[src/rtl/mem_port_arbiter_if.sv]
// Request/response bundle between the fetch stage, load/store stage, memory and the arbiter.
// slave = arbiter view; master = the surrounding pipeline and memory.
interface mem_port_arbiter_if #(
  parameter int AW = 32,
  parameter int DW = 32
);
  logic            if_req_valid;
  logic [AW-1:0]   if_req_addr;
  logic            if_req_ready;
  logic            if_flush;
  logic            if_resp_valid;
  logic [DW-1:0]   if_resp_data;

  logic            d_req_valid;
  logic            d_req_we;
  logic [AW-1:0]   d_req_addr;
  logic [DW-1:0]   d_req_wdata;
  logic [DW/8-1:0] d_req_wstrb;
  logic            d_req_ready;
  logic            d_resp_valid;
  logic [DW-1:0]   d_resp_rdata;

  logic            mem_req_valid;
  logic            mem_req_ready;
  logic [AW-1:0]   mem_req_addr;
  logic            mem_req_we;
  logic [DW-1:0]   mem_req_wdata;
  logic [DW/8-1:0] mem_req_wstrb;
  logic            mem_resp_valid;
  logic [DW-1:0]   mem_resp_data;

  modport slave (
    input  if_req_valid, if_req_addr, if_flush,
    output if_req_ready, if_resp_valid, if_resp_data,
    input  d_req_valid, d_req_we, d_req_addr, d_req_wdata, d_req_wstrb,
    output d_req_ready, d_resp_valid, d_resp_rdata,
    output mem_req_valid, mem_req_addr, mem_req_we, mem_req_wdata, mem_req_wstrb,
    input  mem_req_ready, mem_resp_valid, mem_resp_data
  );

  modport master (
    output if_req_valid, if_req_addr, if_flush,
    input  if_req_ready, if_resp_valid, if_resp_data,
    output d_req_valid, d_req_we, d_req_addr, d_req_wdata, d_req_wstrb,
    input  d_req_ready, d_resp_valid, d_resp_rdata,
    input  mem_req_valid, mem_req_addr, mem_req_we, mem_req_wdata, mem_req_wstrb,
    output mem_req_ready, mem_resp_valid, mem_resp_data
  );
endinterface

[src/rtl/mem_port_arbiter.sv]
// Single-port memory arbiter: D has priority, IF forced after STARVE_MAX D wins; one transaction in flight.
// Grant to response is at least 2 cycles; request fields are held while memory stalls.
module mem_port_arbiter #(
  parameter int AW         = 32,
  parameter int DW         = 32,
  parameter int STARVE_MAX = 4
) (
  input  logic               clk,
  input  logic               rst,
  mem_port_arbiter_if.slave  bus
);
  localparam logic [3:0] STREAK_MAX = 4'(STARVE_MAX);

  typedef enum logic [1:0] {S_IDLE, S_REQ, S_WAIT} state_t;

  state_t          r_state;
  state_t          w_state_nxt;
  logic            r_owner_d;
  logic            r_kill;
  logic [3:0]      r_streak;
  logic [AW-1:0]   r_addr;
  logic            r_we;
  logic [DW-1:0]   r_wdata;
  logic [DW/8-1:0] r_wstrb;

  logic w_idle;
  logic w_grant_d;
  logic w_grant_if;
  logic w_resp;
  logic w_if_resp_vld;
  logic w_d_resp_vld;

  always_ff @(posedge clk or posedge rst) begin
    if (rst) r_state <= S_IDLE;
    else     r_state <= w_state_nxt;
  end

  always_comb begin
    w_state_nxt   = r_state;
    // Readies are held low while reset is asserted even though the state already reads IDLE.
    w_idle        = (r_state == S_IDLE) && !rst;
    w_grant_d     = w_idle && bus.d_req_valid &&
                    !(bus.if_req_valid && (r_streak == STREAK_MAX));
    w_grant_if    = w_idle && !w_grant_d && bus.if_req_valid && !bus.if_flush;
    w_resp        = (r_state == S_WAIT) && bus.mem_resp_valid;
    w_if_resp_vld = w_resp && !r_owner_d && !r_kill && !bus.if_flush;
    w_d_resp_vld  = w_resp && r_owner_d;

    bus.if_req_ready  = w_grant_if;
    bus.d_req_ready   = w_grant_d;
    bus.mem_req_valid = (r_state == S_REQ);
    bus.mem_req_addr  = r_addr;
    bus.mem_req_we    = r_we;
    bus.mem_req_wdata = r_wdata;
    bus.mem_req_wstrb = r_wstrb;
    bus.if_resp_valid = w_if_resp_vld;
    bus.if_resp_data  = w_if_resp_vld ? bus.mem_resp_data : '0;
    bus.d_resp_valid  = w_d_resp_vld;
    bus.d_resp_rdata  = (w_d_resp_vld && !r_we) ? bus.mem_resp_data : '0;

    case (r_state)
      S_IDLE:  if (w_grant_d || w_grant_if) w_state_nxt = S_REQ;
      S_REQ:   if (bus.mem_req_ready)       w_state_nxt = S_WAIT;
      S_WAIT:  if (bus.mem_resp_valid)      w_state_nxt = S_IDLE;
      default: w_state_nxt = S_IDLE;
    endcase
  end

  always_ff @(posedge clk or posedge rst) begin
    if (rst) begin
      r_owner_d <= 1'b0;
      r_kill    <= 1'b0;
      r_streak  <= '0;
      r_addr    <= '0;
      r_we      <= 1'b0;
      r_wdata   <= '0;
      r_wstrb   <= '0;
    end else begin
      if (w_grant_d) begin
        r_owner_d <= 1'b1;
        r_addr    <= bus.d_req_addr;
        r_we      <= bus.d_req_we;
        r_wdata   <= bus.d_req_wdata;
        r_wstrb   <= bus.d_req_wstrb;
        if (!bus.if_req_valid)          r_streak <= '0;
        else if (r_streak != STREAK_MAX) r_streak <= r_streak + 4'd1;
      end else if (w_grant_if) begin
        r_owner_d <= 1'b0;
        r_addr    <= bus.if_req_addr;
        r_we      <= 1'b0;
        r_wdata   <= '0;
        r_wstrb   <= '0;
        r_streak  <= '0;
      end

      // A killed fetch still drains its memory response; kill drops on the way back to IDLE.
      if (w_resp)
        r_kill <= 1'b0;
      else if (bus.if_flush && !r_owner_d && (r_state != S_IDLE))
        r_kill <= 1'b1;
    end
  end
endmodule

[src/flat_wrapper.sv]
// flat-port wrapper written by rule: the top's interface ports become plain ports
module mem_port_arbiter_flat 
#(
  parameter int AW         = 32,
  parameter int DW         = 32,
  parameter int STARVE_MAX = 4
)
  (clk, rst, bus_if_req_valid, bus_if_req_addr, bus_if_flush, bus_if_req_ready, bus_if_resp_valid, bus_if_resp_data, bus_d_req_valid, bus_d_req_we, bus_d_req_addr, bus_d_req_wdata, bus_d_req_wstrb, bus_d_req_ready, bus_d_resp_valid, bus_d_resp_rdata, bus_mem_req_valid, bus_mem_req_addr, bus_mem_req_we, bus_mem_req_wdata, bus_mem_req_wstrb, bus_mem_req_ready, bus_mem_resp_valid, bus_mem_resp_data);
  mem_port_arbiter_if #(.AW(AW), .DW(DW)) bus_i ();
  input  logic clk;
  input  logic rst;
  input wire logic [$bits(bus_i.if_req_valid)-1:0] bus_if_req_valid;
  input wire logic [$bits(bus_i.if_req_addr)-1:0] bus_if_req_addr;
  input wire logic [$bits(bus_i.if_flush)-1:0] bus_if_flush;
  output wire logic [$bits(bus_i.if_req_ready)-1:0] bus_if_req_ready;
  output wire logic [$bits(bus_i.if_resp_valid)-1:0] bus_if_resp_valid;
  output wire logic [$bits(bus_i.if_resp_data)-1:0] bus_if_resp_data;
  input wire logic [$bits(bus_i.d_req_valid)-1:0] bus_d_req_valid;
  input wire logic [$bits(bus_i.d_req_we)-1:0] bus_d_req_we;
  input wire logic [$bits(bus_i.d_req_addr)-1:0] bus_d_req_addr;
  input wire logic [$bits(bus_i.d_req_wdata)-1:0] bus_d_req_wdata;
  input wire logic [$bits(bus_i.d_req_wstrb)-1:0] bus_d_req_wstrb;
  output wire logic [$bits(bus_i.d_req_ready)-1:0] bus_d_req_ready;
  output wire logic [$bits(bus_i.d_resp_valid)-1:0] bus_d_resp_valid;
  output wire logic [$bits(bus_i.d_resp_rdata)-1:0] bus_d_resp_rdata;
  output wire logic [$bits(bus_i.mem_req_valid)-1:0] bus_mem_req_valid;
  output wire logic [$bits(bus_i.mem_req_addr)-1:0] bus_mem_req_addr;
  output wire logic [$bits(bus_i.mem_req_we)-1:0] bus_mem_req_we;
  output wire logic [$bits(bus_i.mem_req_wdata)-1:0] bus_mem_req_wdata;
  output wire logic [$bits(bus_i.mem_req_wstrb)-1:0] bus_mem_req_wstrb;
  input wire logic [$bits(bus_i.mem_req_ready)-1:0] bus_mem_req_ready;
  input wire logic [$bits(bus_i.mem_resp_valid)-1:0] bus_mem_resp_valid;
  input wire logic [$bits(bus_i.mem_resp_data)-1:0] bus_mem_resp_data;
  assign bus_i.if_req_valid = bus_if_req_valid;
  assign bus_i.if_req_addr = bus_if_req_addr;
  assign bus_i.if_flush = bus_if_flush;
  assign bus_if_req_ready = bus_i.if_req_ready;
  assign bus_if_resp_valid = bus_i.if_resp_valid;
  assign bus_if_resp_data = bus_i.if_resp_data;
  assign bus_i.d_req_valid = bus_d_req_valid;
  assign bus_i.d_req_we = bus_d_req_we;
  assign bus_i.d_req_addr = bus_d_req_addr;
  assign bus_i.d_req_wdata = bus_d_req_wdata;
  assign bus_i.d_req_wstrb = bus_d_req_wstrb;
  assign bus_d_req_ready = bus_i.d_req_ready;
  assign bus_d_resp_valid = bus_i.d_resp_valid;
  assign bus_d_resp_rdata = bus_i.d_resp_rdata;
  assign bus_mem_req_valid = bus_i.mem_req_valid;
  assign bus_mem_req_addr = bus_i.mem_req_addr;
  assign bus_mem_req_we = bus_i.mem_req_we;
  assign bus_mem_req_wdata = bus_i.mem_req_wdata;
  assign bus_mem_req_wstrb = bus_i.mem_req_wstrb;
  assign bus_i.mem_req_ready = bus_mem_req_ready;
  assign bus_i.mem_resp_valid = bus_mem_resp_valid;
  assign bus_i.mem_resp_data = bus_mem_resp_data;
  mem_port_arbiter #(.AW(AW), .DW(DW), .STARVE_MAX(STARVE_MAX)) u_core (.clk(clk), .rst(rst), .bus(bus_i));
endmodule
[config.mk]
export PLATFORM = sky130hd
export DESIGN_NAME = mem_port_arbiter_flat
export DESIGN_NICKNAME = d
export VERILOG_FILES = /design/src/rtl/mem_port_arbiter_if.sv /design/src/rtl/mem_port_arbiter.sv /design/src/flat_wrapper.sv
export SDC_FILE = /design/constraint.sdc
export NUM_CORES = 1
export LEC_CHECK = 0
export BUFFER_PORTS_ARGS = -buffer_cell sky130_fd_sc_hd__buf_2
export CORE_AREA = 2 2 106 108
export CTS_CLUSTER_SIZE = 14
export DETAILED_ROUTE_END_ITERATION = 6
export DIE_AREA = 0 0 108 110
export PLACE_DENSITY = 0.77
export SYNTH_ARGS = -nofsm -noshare
export SYNTH_HDL_FRONTEND = slang
export SYNTH_SLANG_ARGS = --single-unit
export TNS_END_PERCENT = 30
[constraint.sdc]
create_clock -name clk -period 2.85 [get_ports clk]
set_clock_uncertainty 0.15 [all_clocks]
set_input_delay 0.1425 -clock clk [delete_from_list [all_inputs] [get_ports clk]]
set_output_delay 0.1425 -clock clk [all_outputs]
set_load 0.01 [all_outputs]
==> qor.yml <==
status: "completed"
core_sq_um: 10700
syn_nets: 453
cp_cell_sequence: "nor3_4 > nand3b_4 > nor2_2 > buf_4 > a221o_1 > dlygate4sd3_1"
fin_crit_sh_pct: 91.7
vias: 4117
seq_area_frac_synth_pct: 53.8
drc: 0
slowest_stage: "dlygate4sd3_1"
die_y_um: 110
gr-total-overflow: 0
final.fill_count: 866
drt-wirelength-per-cell_um: 16.3
vias_per_cell: 4.95
hold_path_class: "input port to register"
max_slew.worst_pin.slew_ps: 640
met2WireLength_mm: 7.38
drtIter0Drc: 193
p_sw_mw: 1.80
syn_to_final_growth_pct: 77.8
clk_latency_ps: 340
setup_violations: 0
grt_pass1_vias: 4198
p_int_mw: 3.31
synth_cells: 311
ioPinCount: 278
drt-pass1-iter-count: 4
synth_seq_cells: 77
irDropWorstVdd_v: 0.000495
numCtsBuffers: 9
avgSynthCellArea_sq_um: 11.5
maxSlewViolCount: 0
cts_buffer_depth: 2
antenna_left: 0
reg2reg_depth: 6
cp_top_family: "buffers and inverters"
worstReg2RegStart: "u_core.r_state[0]"
synth_area_sq_um: 3580
initial_core_util_pct: 33.5
tns_ps: 0
htree_num_levels: 3
layout_commonest_cell: "buf_2"
maxCapViolCount: 0
route.met3.wl_mm: 1.00
path_buf_inv: 2
power.density_nw_per_um2: 803
globalplace.congestion: 0.840
grt_max_degree: 51
cp.arrival_ps: 2740
postLayoutCellArea_sq_um: 6360
cts_tree: "done"
routed_wl_mm: 13.6
rr_endpoint: "u_core.bus.mem_req_addr[6]"
regToRegSetupSlack_ps: 240
p_sw_share_pct: 35.2
crit_type: "register to register"
startpoint_type: "register"
dp.final_hpwl_mm: 8.68
yosysUniqueCellTypes: 30
clockPowerShare_pct: 16.5
max_stage_delay_ps: 580
fmax_mhz: 383
die_x_um: 108
worstSetupEndpointType: "register"
gr-usage-all-layers_pct: 22.0
cts.sinks: 77
worstPathMaxFanout: 33
io_buffers: 277
dieArea_sq_um: 11900
antenna_found_initial: 1
grt_pass1_wl_mm: 20.2
num_rows: 38
leakage_nw: 3.57
whs_endpoint: "u_core.r_streak[2]"
min-delay-start: "bus_d_req_valid"
required_ps: 2980
top_layer_used: "met4"
power_frac_comb_pct: 45.1
rsz0062_at_grt: "no"
placed_area_sq_um: 5090
yosysWarnings: 0
holdPathStages: 4
drive_above_1_share_pct: 44.6
power_mw: 5.11
met1Wirelength_mm: 4.87
clock-root-buffer: "clkbuf_8"
slew_headroom_pct: 57.3
mostFrequentLayoutCells: "277 x buf_2, 106 x dlygate4sd3_1, 77 x dfrtp_1"
pwr-share-seq_pct: 38.5
hold_violations: 0
fin_crit_ps: 2610
final_nets: 828
clkTransAtPathRegs_ps: 80
[cell usage after synthesis]
cell / n / share of area, %
inv_1: 5 / 0.52
nand3b_2: 1 / 0.31
a32o_1: 1 / 0.28
nor2_1: 5 / 0.52
buf_2: 10 / 1.4
buf_4: 2 / 0.42
nand3_1: 2 / 0.28
nor3b_1: 1 / 0.21
a22o_1: 37 / 9.1
dfrtp_1: 77 / 54
a21oi_1: 3 / 0.42
nand3_2: 1 / 0.28
and2_4: 1 / 0.24
o21ai_0: 3 / 0.42
nor3_1: 1 / 0.14
o2bb2ai_1: 2 / 0.49
a221o_1: 32 / 9.0
nand2b_1: 2 / 0.35
inv_2: 1 / 0.10
and3_1: 23 / 4.0
mux2_2: 1 / 0.31
nand3b_1: 1 / 0.21
ha_1: 2 / 0.70
buf_6: 2 / 0.63
clkbuf_1: 12 / 1.3
nand4b_1: 1 / 0.24
and2_1: 74 / 13
nor3_4: 1 / 0.45
nor4_2: 1 / 0.35
nand2_1: 6 / 0.63
[worst max-delay path by stage]
| stage | startpoint | to | slack, ps | cells after the start |
|---|---|---|---|---|
| 6_report | u_core.r_state[0] | u_core.bus.mem_req_addr[6] | 240 | 6 |
| 2_1_floorplan | rst | u_core.bus.mem_req_addr[0] | 590 | 1 |
| 4_1_cts | u_core.r_state[0] | u_core.bus.mem_req_addr[15] | 120 | 6 |
| 5_1_grt | u_core.r_state[0] | u_core.bus.mem_req_addr[6] | 100 | 6 |
| 3_5_place_dp | u_core.r_state[0] | u_core.bus.mem_req_addr[4] | 550 | 4 |
| 3_3_place_gp | u_core.r_state[0] | u_core.bus.mem_req_addr[12] | 660 | 4 |
[kinds of logic (layout without fill, tap and decap cells)]
group	count (synthesis)	after routing	share of synthesized area (%)
and+or+nand+nor	121	121	21.2
AOI/OAI and AO/OA	78	78	19.6
DFF	77	77	53.8
buffers and inverters	32	412	4.34
adders and majority gates	2	2	0.699
muxes	1	1	0.315
other	0	1	0
[per-layer routing]
layer | vias to the layer above | global-route usage [%]
li1 | 1883 | -
met1 | 1967 | 23.5
met2 | 238 | 41.1
met3 | 29 | 4.76
met4 | 0 | 10.4
met5 | - | 0
[registers in the layout (all words and copies together), names as in the netlist]
signal,flops
u_core.bus.mem_req_addr,32
u_core.bus.mem_req_wdata,32
u_core.bus.mem_req_wstrb,4
u_core.r_streak,4
u_core.r_state,2
u_core.bus.mem_req_we,1
u_core.r_kill,1
u_core.r_owner_d,1
[area by class of cell]
type / instances / area, sq um / area share, %
sequential: 77 / 1930 / 30.3
clock buffer: 13 / 159 / 2.50
multi-input combinational: 202 / 1520 / 23.9
clock inverter: 3 / 43.8 / 0.688
inverter: 6 / 22.5 / 0.354
antenna: 1 / 2.50 / 0.0393
timing repair buffer: 390 / 2510 / 39.5
tap: 140 / 175 / 2.75
[power groups by stage]
| stage | clock network, mW | logic [mW] | registers (mW) |
|---|---|---|---|
| global placement | 0 | 1.89 | 1.94 |
| CTS | 0.867 | 2.27 | 1.94 |
| global route | 0.903 | 2.50 | 2.02 |
| finish | 0.842 | 2.30 | 1.96 |
| detailed placement | 0 | 1.95 | 1.94 |
| floorplan | 0 | 0.913 | 2.13 |
[metrics by stage]
stage	std cells	setup slack [ps]	util, %	hold slack [ps]
final	832	236	59.5	130
after global routing	832	105	59.5	160
after CTS	831	120	59.4	97.8
after detailed placement	709	554	47.6	152
after global placement	709	660	47.6	138
after floorplan	311	591	-	100
[repair_timing]
| item | 4_1_cts | 5_1_grt |
|---|---|---|
| hold endpoints to repair | 105 | 0 |
| buffers inserted | 0 | 0 |
| hold buffers | 106 | 0 |
| endpoints found under the setup margin | 0 | 22 |
| gates resized for setup | 0 | 1 |
[tightest hold or removal path, stage by stage]
cell       delay [ps]
buf_2             110
and2_1            150
nand2_1           100
o2bb2ai_1          70
Note: power is estimated with default switching activity, not from simulation.
